==> src/rtl/sc_regbus_pkg.sv <==
// Shared definitions for the register-bus sink: default sizes, occupancy
// state encoding and a constant clog2 helper for sizing pointers and counters.
package sc_regbus_pkg;

    localparam int DEFAULT_WIDTH = 32;
    localparam int DEFAULT_DEPTH = 4;

    typedef enum logic [1:0] {
        OCC_EMPTY   = 2'b00,
        OCC_PARTIAL = 2'b01,
        OCC_FULL    = 2'b10
    } occ_state_e;

    function automatic int clog2(input int value);
        int result;
        result = 0;
        while ((1 << result) < value) result++;
        return result;
    endfunction

endpackage

==> src/rtl/sc_regbus_sink_mem.sv <==
// Storage array for the register-bus sink: falling-edge write port and an
// asynchronous read port so the head word falls through without a clock.
module sc_regbus_sink_mem
    import sc_regbus_pkg::*;
#(
    parameter int DATAWIDTH_BUS = DEFAULT_WIDTH,
    parameter int DEPTH         = DEFAULT_DEPTH
) (
    input  logic                      clk_50,
    input  logic                      we,
    input  logic [clog2(DEPTH)-1:0]   waddr,
    input  logic [DATAWIDTH_BUS-1:0]  wdata,
    input  logic [clog2(DEPTH)-1:0]   raddr,
    output logic [DATAWIDTH_BUS-1:0]  rdata
);

    logic [DATAWIDTH_BUS-1:0] mem_q [DEPTH];

    // NOTE: storage has no reset; validity is tracked by the pointers and count,
    // so clearing the array would only cost a reset net on every bit.
    always_ff @(negedge clk_50) begin
        if (we) mem_q[waddr] <= wdata;
    end

    assign rdata = mem_q[raddr];

endmodule

==> src/rtl/sc_regbus_sink.sv <==
// Register-bus sink: captures bus words on a load strobe into a small FIFO and
// presents them first-word-fall-through on a valid/ready interface.
module sc_regbus_sink
    import sc_regbus_pkg::*;
#(
    parameter int                       DATAWIDTH_BUS    = DEFAULT_WIDTH,
    parameter int                       DEPTH            = DEFAULT_DEPTH,
    parameter logic [DATAWIDTH_BUS-1:0] DATA_EMPTY_VALUE = '0
) (
    input  logic                      clk_50,
    input  logic                      SC_RegFIXED_Reset_InHigh,
    input  logic [DATAWIDTH_BUS-1:0]  bus_data_in,
    input  logic                      bus_load_in,
    output logic                      bus_full_out,
    input  logic                      clear_in,
    output logic [DATAWIDTH_BUS-1:0]  out_data,
    output logic                      out_valid,
    input  logic                      out_ready,
    output logic [clog2(DEPTH):0]     count_out,
    output logic                      overflow_out
);

    localparam int PTR_W = clog2(DEPTH);
    localparam int CNT_W = PTR_W + 1;

    logic [PTR_W-1:0] wr_ptr_q, wr_ptr_d;
    logic [PTR_W-1:0] rd_ptr_q, rd_ptr_d;
    logic [CNT_W-1:0] count_q, count_d;
    logic             overflow_q, overflow_d;
    occ_state_e       state_q, state_d;

    logic                     push, pop, mem_we;
    logic [DATAWIDTH_BUS-1:0] mem_rdata;

    assign out_valid    = (state_q != OCC_EMPTY);
    assign bus_full_out = (state_q == OCC_FULL);
    assign pop          = out_valid && out_ready;
    // A full FIFO still accepts a load when the head leaves at the same edge.
    assign push         = bus_load_in && (!bus_full_out || pop);
    assign mem_we       = push && !clear_in;

    // NOTE: every signal gets a default before any branch so no latch is inferred.
    always_comb begin
        wr_ptr_d   = wr_ptr_q;
        rd_ptr_d   = rd_ptr_q;
        count_d    = count_q;
        overflow_d = overflow_q;
        if (clear_in) begin
            wr_ptr_d   = '0;
            rd_ptr_d   = '0;
            count_d    = '0;
            overflow_d = 1'b0;
        end else begin
            if (push) wr_ptr_d = wr_ptr_q + PTR_W'(1);
            if (pop)  rd_ptr_d = rd_ptr_q + PTR_W'(1);
            if (push && !pop)      count_d = count_q + CNT_W'(1);
            else if (pop && !push) count_d = count_q - CNT_W'(1);
            if (bus_load_in && !push) overflow_d = 1'b1;
        end

        if (count_d == '0)                 state_d = OCC_EMPTY;
        else if (count_d == CNT_W'(DEPTH)) state_d = OCC_FULL;
        else                               state_d = OCC_PARTIAL;
    end

    // NOTE: sequential state uses non-blocking assignments so every flop samples
    // pre-edge values regardless of statement order.
    always_ff @(negedge clk_50 or posedge SC_RegFIXED_Reset_InHigh) begin
        if (SC_RegFIXED_Reset_InHigh) begin
            wr_ptr_q   <= '0;
            rd_ptr_q   <= '0;
            count_q    <= '0;
            overflow_q <= 1'b0;
            state_q    <= OCC_EMPTY;
        end else begin
            wr_ptr_q   <= wr_ptr_d;
            rd_ptr_q   <= rd_ptr_d;
            count_q    <= count_d;
            overflow_q <= overflow_d;
            state_q    <= state_d;
        end
    end

    sc_regbus_sink_mem #(
        .DATAWIDTH_BUS(DATAWIDTH_BUS),
        .DEPTH        (DEPTH)
    ) u_mem (
        .clk_50(clk_50),
        .we    (mem_we),
        .waddr (wr_ptr_q),
        .wdata (bus_data_in),
        .raddr (rd_ptr_q),
        .rdata (mem_rdata)
    );

    assign out_data     = out_valid ? mem_rdata : DATA_EMPTY_VALUE;
    assign count_out    = count_q;
    assign overflow_out = overflow_q;

endmodule

==> config.mk <==
export PLATFORM = sky130hd
export DESIGN_NAME = sc_regbus_sink
export DESIGN_NICKNAME = d
export VERILOG_FILES = /design/src/rtl/sc_regbus_pkg.sv /design/src/rtl/sc_regbus_sink_mem.sv /design/src/rtl/sc_regbus_sink.sv
export SDC_FILE = /design/constraint.sdc
export NUM_CORES = 1
export LEC_CHECK = 0
export BUFFER_PORTS_ARGS = -buffer_cell sky130_fd_sc_hd__buf_2
export CORE_ASPECT_RATIO = 1.1
export CORE_UTILIZATION = 55
export CTS_BUF_LIST = sky130_fd_sc_hd__clkbuf_16
export CTS_CLUSTER_SIZE = 40
export DETAILED_ROUTE_END_ITERATION = 16
export PLACE_DENSITY = 0.77
export SLEW_MARGIN = 20
export SYNTH_ARGS = -nofsm -noshare
export SYNTH_HDL_FRONTEND = slang
export SYNTH_HIERARCHICAL = 1
export SYNTH_SLANG_ARGS = --single-unit
==> constraint.sdc <==
create_clock -name clk_50 -period 4.8 [get_ports clk_50]
set_input_delay 1.2 -clock clk_50 [delete_from_list [all_inputs] [get_ports clk_50]]
set_output_delay 1.2 -clock clk_50 [all_outputs]
set_load 0.05 [all_outputs]
==> results of run 1 <==
[per-layer routing]
layer / wire (µm) / up-vias / share of wire / GRT usage
met3: 782 / 30 / 0.061 / 0.119
met1: 4350 / 1693 / 0.34 / 0.255
met2: 7300 / 138 / 0.57 / 0.463
met4: 311 / 2 / 0.024 / 0.133
li1: - / 1553 / - / -
met5: 13 / - / 0.0010 / 0
[cell type report]
type	count	area share
timing repair buffer	107	0.135
inverter	4	0.00192
clock buffer	17	0.0544
multi-input combinational	112	0.175
tap	117	0.0187
clock inverter	143	0.0922
sequential	138	0.523
[registers in the layout, indices dropped and copies added (netlist names)]
name          cells
u_mem/mem_q     128
count_out         3
rd_ptr_q          2
state_q           2
wr_ptr_q          2
overflow_out      1
[worst min path at each step]
stage          slack [ns]  depth (start not counted)           end
5_1_grt              0.52                          2  overflow_out
3_5_place_dp         0.48                          2  overflow_out
3_3_place_gp         0.46                          2  overflow_out
4_1_cts              0.48                          2  overflow_out
6_report             0.47                          2  overflow_out
2_1_floorplan        0.51                          2   rd_ptr_q[0]
[layout by cell type (no fill, tap or decap), types with 3 or more instances in the layout]
master,instances
a21oi_1,3
and2_4,32
buf_12,11
buf_2,39
buf_4,17
buf_6,33
buf_8,4
bufinv_16,4
clkbuf_16,18
clkinv_4,3
dfrtn_1,10
edfxtp_1,128
inv_1,131
inv_8,4
mux4_2,32
nor2_1,9
xor2_1,4
[report_power, final]
part | switching, mW | internal (mW) | total (mW)
combinational | 0.984 | 0.812 | 1.80
sequential | 0.0411 | 1.40 | 1.44
clock | 0.870 | 1.04 | 1.91
[per-stage QoR]
step | cell area [µm²] | TNS, ns | std cells | util | hold slack, ns
after detailed placement | 6280 | -12.70 | 469 | 0.658 | 0.481
final | 7830 | -24.53 | 638 | 0.821 | 0.470
after CTS | 7800 | -23.82 | 636 | 0.818 | 0.481
after global routing | 7830 | -25.69 | 638 | 0.821 | 0.517
after global placement | 6280 | -11.93 | 469 | 0.658 | 0.458
after floorplan | 5630 | -20.01 | 269 | - | 0.507
[cells in the mapped netlist (2+ instances only)]
master | count | area, µm²
edfxtp_1 | 128 | 3840
and2_1 | 33 | 206
xnor2_1 | 2 | 17.5
a21oi_1 | 3 | 15.0
dfrtn_1 | 10 | 250
xor2_1 | 4 | 35.0
and3b_1 | 2 | 17.5
mux4_2 | 30 | 676
nor2_1 | 10 | 37.5
buf_12 | 3 | 60.1
mux4_1 | 2 | 52.6
buf_6 | 2 | 22.5
nand2b_1 | 2 | 12.5
buf_2 | 6 | 30.0
clkbuf_1 | 2 | 7.51
ha_1 | 2 | 25.0
inv_1 | 5 | 18.8
[kinds of logic (layout without fill, tap and decap cells)]
| logic type | after synthesis | count (layout) | synth area share |
|---|---|---|---|
| adders and majority gates | 2 | 2 | 0.00455 |
| AOI/OAI and AO/OA | 14 | 14 | 0.0178 |
| xor gates and xnor gates | 6 | 6 | 0.00956 |
| and+or+nand+nor | 57 | 57 | 0.0631 |
| DFF | 138 | 138 | 0.745 |
| buffers and inverters | 19 | 271 | 0.0260 |
| muxes | 33 | 33 | 0.134 |
[timing repair]
action | CTS | global route
resized for setup | 84 | 5
endpoints found under the setup margin | 35 | 34
hold endpoints to repair | 0 | 0
buffers inserted | 5 | 3
cloned | 3 | 1
[worst reg2reg max path, cell delays in order (launching register included)]
cell and delay (ns):
dfrtn_1 0.42, buf_6 0.12, nand2b_4 0.12, buf_4 0.10
buf_4 0.15, o21ai_4 0.08, nor2_2 0.18, nor3b_4 0.29
buf_12 0.25
==> results.toml, run 1 <==
[cells_and_area]
nNetsFinal = 547
fill_cells = 470
drive_gt1_frac = 0.411
regArea_mm2 = 0.00409
antenna_cells = 0
multiInputGateArea_mm2 = 0.00137
area_growth_pct = 42.4

[yosys]
synth-seq-cells = 138
ys_types = 40
ys_seq_area_frac = 0.745
synth_area_per_cell_um2 = 20.4
synth_warnings = 6
synth-edff-count = 128
synth-main-ff-cell = "edfxtp_1"
syn_nets = 308
async_flop_share = 0.0725
syn_area_mm2 = 0.00550
synth_cells = 269

[sta]
rsz0062_at_grt = "true"
setup_viol = 34
fin_skew_ns = 0.0850
fin_ws_ns = -0.806
drv_slew = 0
final-hold-violation-count = 0
tightest_slew_ns = 0.406
slew_headroom = 0.729

[setup_path]
r2r-end = "u_mem/mem_q[0][2]"
r2r_slack_ns = 2.82
r2r_cells = 8
endpoint = "out_data[7]"
cp_max_fo = 9
critPathLaunch = "rd_ptr_q[0]"
path_class = "reg -> out"
slowest_delay_ns = 0.54
crit_family = "multiplexers"
worstPathCellList = "buf_4 -> buf_12 -> mux4_2 -> and2_4 -> buf_6"
cp.required_ns = 3.60
crit_slowest_cell = "mux4_2"
worst_setup_path_start_kind = "flip-flop"
cp.buffers_inverters = 3
cp.arrival_ns = 4.41
regToRegStartpoint = "state_q[0]"
worstSetupPathDepth = 5
end_kind = "output pin"

[route]
num_vias = 3416
drcViolationCount = 0
via_per_inst = 5.35
routed_wirelength_um = 12800
dr.pass1.iters = 4
initialDrtViolationCount = 136
drtAntennaViolNets = 0
wire_per_inst_um = 20.0

[placed_design]
preCtsSetupSlack_ns = -0.430
gp_congestion = 0.771
io_buffers = 74
place.detailed.hpwl_um = 6150

[power_and_ir_drop]
p_leak_nw = 3.37
power_density_mw_per_mm2 = 658
irDropWorstVdd_mv = 0.405
total_power_mw = 5.15

[die]
chipHeight_um = 107
die_w_um = 97.3
dieArea_mm2 = 0.0104
io_pins = 75
core_mm2 = 0.00954
rows = 37
start_util = 0.576

[clock_network]
clk-insertion-delay-late_ns = 0.47
path_clk_slew_ns = 0.05
root_buffer = "clkbuf_16"
cts-buffers-inserted = 17
htree_levels = 4
postCtsHoldBufs = 0
cts_tree = "done"
cts_num_sinks = 138
clockBufferDepth = 2

[status]
run_status = "finished with violations"
violations = "negative setup slack"

[global_route]
grt_use_total = 0.261
grt_overflow = 0
grt_max_degree = 28
antenna_found_initial = 1
first_global_vias = 3902
grt_pass1_wl_um = 19100

[min_path]
worst_hold_path_type = "reg -> reg"
min_from = "overflow_out"

[flow_run]
cap_violations = 0
Power figures use the tool's default switching activity.
==> inputs of run 2 (changes only) <==
--- a/config.mk
+++ b/config.mk
@@ -12,6 +12,7 @@
 export CTS_CLUSTER_SIZE = 40
 export DETAILED_ROUTE_END_ITERATION = 16
 export PLACE_DENSITY = 0.77
+export SKIP_LAST_GASP = 1
 export SLEW_MARGIN = 20
 export SYNTH_ARGS = -nofsm -noshare
 export SYNTH_HDL_FRONTEND = slang
==> run 2 against run 1 <==
The flow still finishes with violations (negative setup slack). First-iteration DRC count increased by 46%. Sequential power barely moved. Flip-flop and latch count did not move. Register-to-register slack improved by 0.09 ns. Hold slack gained 0.0055 ns. Non-clock buffer count increased by 3. Cell area rose by 0.43%. Count of clock-buffer cells in the layout unchanged. Die area stayed put. Global-route usage shrank 0.15 points. Core utilization up 0.35 points. Critical path type unchanged. Largest cell class unchanged. Highest routed layer unchanged.
==> results.toml, run 2 (same netlist as run 1, synthesis figures left out) <==
[status]
run_status = "finished with violations"
violations = "negative setup slack"

[die]
io_pins = 75
start_util = 0.576
chipHeight_um = 107
dieArea_mm2 = 0.0104
die_w_um = 97.3
core_mm2 = 0.00954
rows = 37

[sta]
setup_viol = 34
fin_skew_ns = 0.0864
whs_ns = 0.475
drv_slew = 0
final-hold-violation-count = 0
fin_ws_ns = -0.786
tightest_slew_ns = 0.450
slew_headroom = 0.700
rsz0062_at_grt = "true"

[power_and_ir_drop]
p_leak_nw = 3.39
irDropWorstVdd_mv = 0.384
power_density_mw_per_mm2 = 664
total_power_mw = 5.22

[cells_and_area]
top_register = "u_mem/mem_q"
final_common_cell = "inv_1"
fill_cells = 473
final_cell_mix = "131 x inv_1, 128 x edfxtp_1, 39 x buf_2"
area_growth_pct = 43.0
regArea_mm2 = 0.00409
finalNonFillerCells = 641
drive_gt1_frac = 0.414
design_area_mm2 = 0.00786
multiInputGateArea_mm2 = 0.00137
antenna_cells = 0
largest_register_ffs = 128
nNetsFinal = 550

[route]
via_per_inst = 5.45
wire_per_inst_um = 20.7
routed_wirelength_um = 13300
drtAntennaViolNets = 0
initialDrtViolationCount = 198
dr.pass1.iters = 4
num_vias = 3492
drcViolationCount = 0

[setup_path]
end_kind = "output pin"
worst_setup_path_start_kind = "flip-flop"
path_class = "reg -> out"
cp_max_fo = 9
cp.arrival_ns = 4.39
cp.required_ns = 3.60

[global_route]
grt_use_total = 0.259
grt_pass1_wl_um = 19100
grt_max_degree = 28
antenna_found_initial = 1
grt_overflow = 0
first_global_vias = 3908

[clock_network]
path_clk_slew_ns = 0.05
cts-buffers-inserted = 17
htree_levels = 4
postCtsHoldBufs = 0
clockBufferDepth = 2
root_buffer = "clkbuf_16"
cts_tree = "done"
clk-insertion-delay-late_ns = 0.48
cts_num_sinks = 138

[placed_design]
preCtsSetupSlack_ns = -0.430
io_buffers = 74
place.detailed.hpwl_um = 6150
placed_cell_area_mm2 = 0.00628
gp_congestion = 0.771
place_inst = 469

[flow_run]
cap_violations = 0

[min_path]
worst_hold_path_type = "reg -> reg"
## run 2: worst max-delay path, stage by stage, from the launching register on
cell	delay, ns
dfrtn_1	0.47
buf_4	0.15
buf_12	0.14
mux4_2	0.52
and2_4	0.16
buf_6	0.14
## run 2: through the flow
stage | utilization | setup TNS [ns]
finish | 0.824 | -24.57
global route | 0.824 | -26.08
CTS | 0.812 | -24.18
detailed placement | 0.658 | -12.70
global placement | 0.658 | -11.93
floorplan | - | -20.01
## run 2: what timing repair did
item / in CTS / in global routing
endpoints found under the setup margin: 35 / 34
gates cloned: 3 / 1
pin swaps: 0 / 1
setup buffers: 5 / 6
resized for setup: 69 / 20
## run 2: worst paths after layout
kind | to | slack [ns] | cells after the start | start
min in group asynchronous | count_out[2] | 3.09 | 2 | SC_RegFIXED_Reset_InHigh
max in group asynchronous | overflow_out | 1.37 | 2 | SC_RegFIXED_Reset_InHigh
worst max-delay path | out_data[8] | -0.79 | 5 | rd_ptr_q[0]
worst min-delay path | overflow_out | 0.48 | 2 | overflow_out
worst min register to register | overflow_out | 0.48 | 2 | overflow_out
worst max register to register | u_mem/mem_q[0][2] | 2.91 | 7 | state_q[0]
## run 2: cell type report
cell class,count,area share
inverters,4,0.00191
clock buffers,17,0.0541
well taps,117,0.0186
clock inverters,143,0.0918
repair buffers,110,0.138
flip-flops and latches,138,0.521
multi-input cells,112,0.174
## run 2: layer usage
metal  global-route usage  vias to the layer above  share of wire
met2                0.463                      169           0.56
met5                    0                        -        0.00098
met3                0.118                       29          0.069
li1                     -                     1557              -
met1                0.255                     1735           0.35
met4                0.126                        2          0.022
## run 2: report_power, final
| group | switching [mW] | internal, mW |
|---|---|---|
| clock network | 0.885 | 1.04 |
| logic | 1.01 | 0.846 |
| registers | 0.0407 | 1.40 |
| total | 1.93 | 3.29 |
==> inputs of run 3 (changes only) <==
--- a/config.mk
+++ b/config.mk
@@ -12,6 +12,7 @@
 export CTS_CLUSTER_SIZE = 40
 export DETAILED_ROUTE_END_ITERATION = 16
 export PLACE_DENSITY = 0.77
+export SKIP_CTS_REPAIR_TIMING = 1
 export SKIP_LAST_GASP = 1
 export SLEW_MARGIN = 20
 export SYNTH_ARGS = -nofsm -noshare
==> run 3 against run 2 <==
The run still ends with negative setup slack left. Worst setup slack worse by 0.016 ns. Power is 4.2% lower. Combinational power is 10% lower. Hold slack got worse by 0.0046 ns. Critical path type unchanged.
==> results.toml, run 3 (same netlist as run 1, synthesis figures left out) <==
[die]
core_mm2 = 0.00954
start_util = 0.576
rows = 37
dieArea_mm2 = 0.0104
chipHeight_um = 107
die_w_um = 97.3
io_pins = 75

[sta]
setup_viol = 34
rsz0062_at_grt = "true"
fin_tns_setup_ns = -24.88
slew_headroom = 0.706
tightest_slew_ns = 0.441
drv_slew = 0
final-hold-violation-count = 0
fin_skew_ns = 0.0857
fin_ws_ns = -0.802

[cells_and_area]
top_register = "u_mem/mem_q"
largest_register_ffs = 128
antenna_cells = 0
area_growth_pct = 40.0
final_common_cell = "inv_1"
final_cell_mix = "131 x inv_1, 128 x edfxtp_1, 49 x buf_2"
nNetsFinal = 543
drive_gt1_frac = 0.406

[clock_network]
cts-buffers-inserted = 17
clockBufferDepth = 2
root_buffer = "clkbuf_16"
cts_num_sinks = 138
path_clk_slew_ns = 0.05
cts_tree = "done"
clk-insertion-delay-late_ns = 0.47
htree_levels = 4

[setup_path]
crit_slowest_cell = "dfrtn_1"
cp.arrival_ns = 4.40
worstPathCellList = "buf_12 -> buf_6 -> mux4_2 -> and2_4 -> buf_4"
worst_setup_path_start_kind = "flip-flop"
cp.buffers_inverters = 3
path_class = "reg -> out"
slowest_delay_ns = 0.49
end_kind = "output pin"
cp_max_fo = 5
crit_family = "flip-flops"
cp.required_ns = 3.60

[global_route]
grt_pass1_wl_um = 17700
grt_use_total = 0.238
grt_overflow = 0
first_global_vias = 3821
grt_max_degree = 37
antenna_found_initial = 1

[placed_design]
io_buffers = 74
gp_congestion = 0.771
place.detailed.hpwl_um = 6150
preCtsSetupSlack_ns = -0.430

[power_and_ir_drop]
irDropWorstVdd_mv = 0.466
power_density_mw_per_mm2 = 649
p_leak_nw = 3.33

[min_path]
worst_hold_path_type = "reg -> reg"

[status]
violations = "negative setup slack"
run_status = "finished with violations"

[route]
dr.pass1.iters = 4
wire_per_inst_um = 19.0
routed_wirelength_um = 12100
initialDrtViolationCount = 147
num_vias = 3370
drtAntennaViolNets = 0
drcViolationCount = 0
via_per_inst = 5.32

[flow_run]
cap_violations = 0
## run 3: changes by cell type in the layout (fill, tap and decap cells not counted), sizes merged
cell	previous run	this run
buf	109	100
clkbuf	18	20
## run 3: worst reg2reg max path, cell delays in order, from the launching register on
cell      delay [ns]
dfrtn_1         0.42
buf_6           0.12
nand2b_4        0.12
buf_4           0.15
o21ai_4         0.08
nor2_2          0.17
nor3b_4         0.28
buf_12          0.24
## run 3: final timing paths
path | depth (start not counted) | start | end | slack, ns
max | 5 | rd_ptr_q[0] | out_data[8] | -0.80
min | 2 | overflow_out | overflow_out | 0.47
max reg2reg | 7 | state_q[0] | u_mem/mem_q[0][2] | 2.90
min reg2reg | 2 | overflow_out | overflow_out | 0.47
max in group asynchronous | 2 | SC_RegFIXED_Reset_InHigh | overflow_out | 1.37
min in group asynchronous | 2 | SC_RegFIXED_Reset_InHigh | rd_ptr_q[1] | 3.09
## run 3: cell type report
class,count,area (µm²)
Tap cell,117,146
Sequential cell,138,4090
Inverter,4,15.0
Timing Repair Buffer,103,922
Clock inverter,143,722
Fill cell,499,1840
Multi-Input combinational cell,112,1370
Clock buffer,17,425
## run 3: power breakdown
| group | switching [mW] | internal, mW |
|---|---|---|
| clock network | 0.850 | 1.04 |
| registers | 0.0408 | 1.40 |
| logic | 0.947 | 0.717 |
| total | 1.84 | 3.16 |
## run 3: per-stage QoR
step / cells / utilization / power [mW] / hold slack, ns / instance area, µm²
floorplan: 269 / - / 2.74 / 0.507 / 5630
global placement: 469 / 0.658 / 3.00 / 0.458 / 6280
detailed placement: 469 / 0.658 / 3.02 / 0.481 / 6280
CTS: 628 / 0.778 / 4.80 / 0.481 / 7420
global route: 634 / 0.807 / 5.24 / 0.517 / 7690
finish: 634 / 0.807 / 5.00 / 0.471 / 7690
## run 3: layer usage
metal / global-route usage / vias to the layer above / wire, µm / part of all wire
met5: 0 / - / 13 / 0.0011
met4: 0.148 / 2 / 163 / 0.013
met2: 0.416 / 122 / 6790 / 0.56
met1: 0.229 / 1681 / 4380 / 0.36
met3: 0.108 / 17 / 731 / 0.061
li1: - / 1548 / - / -
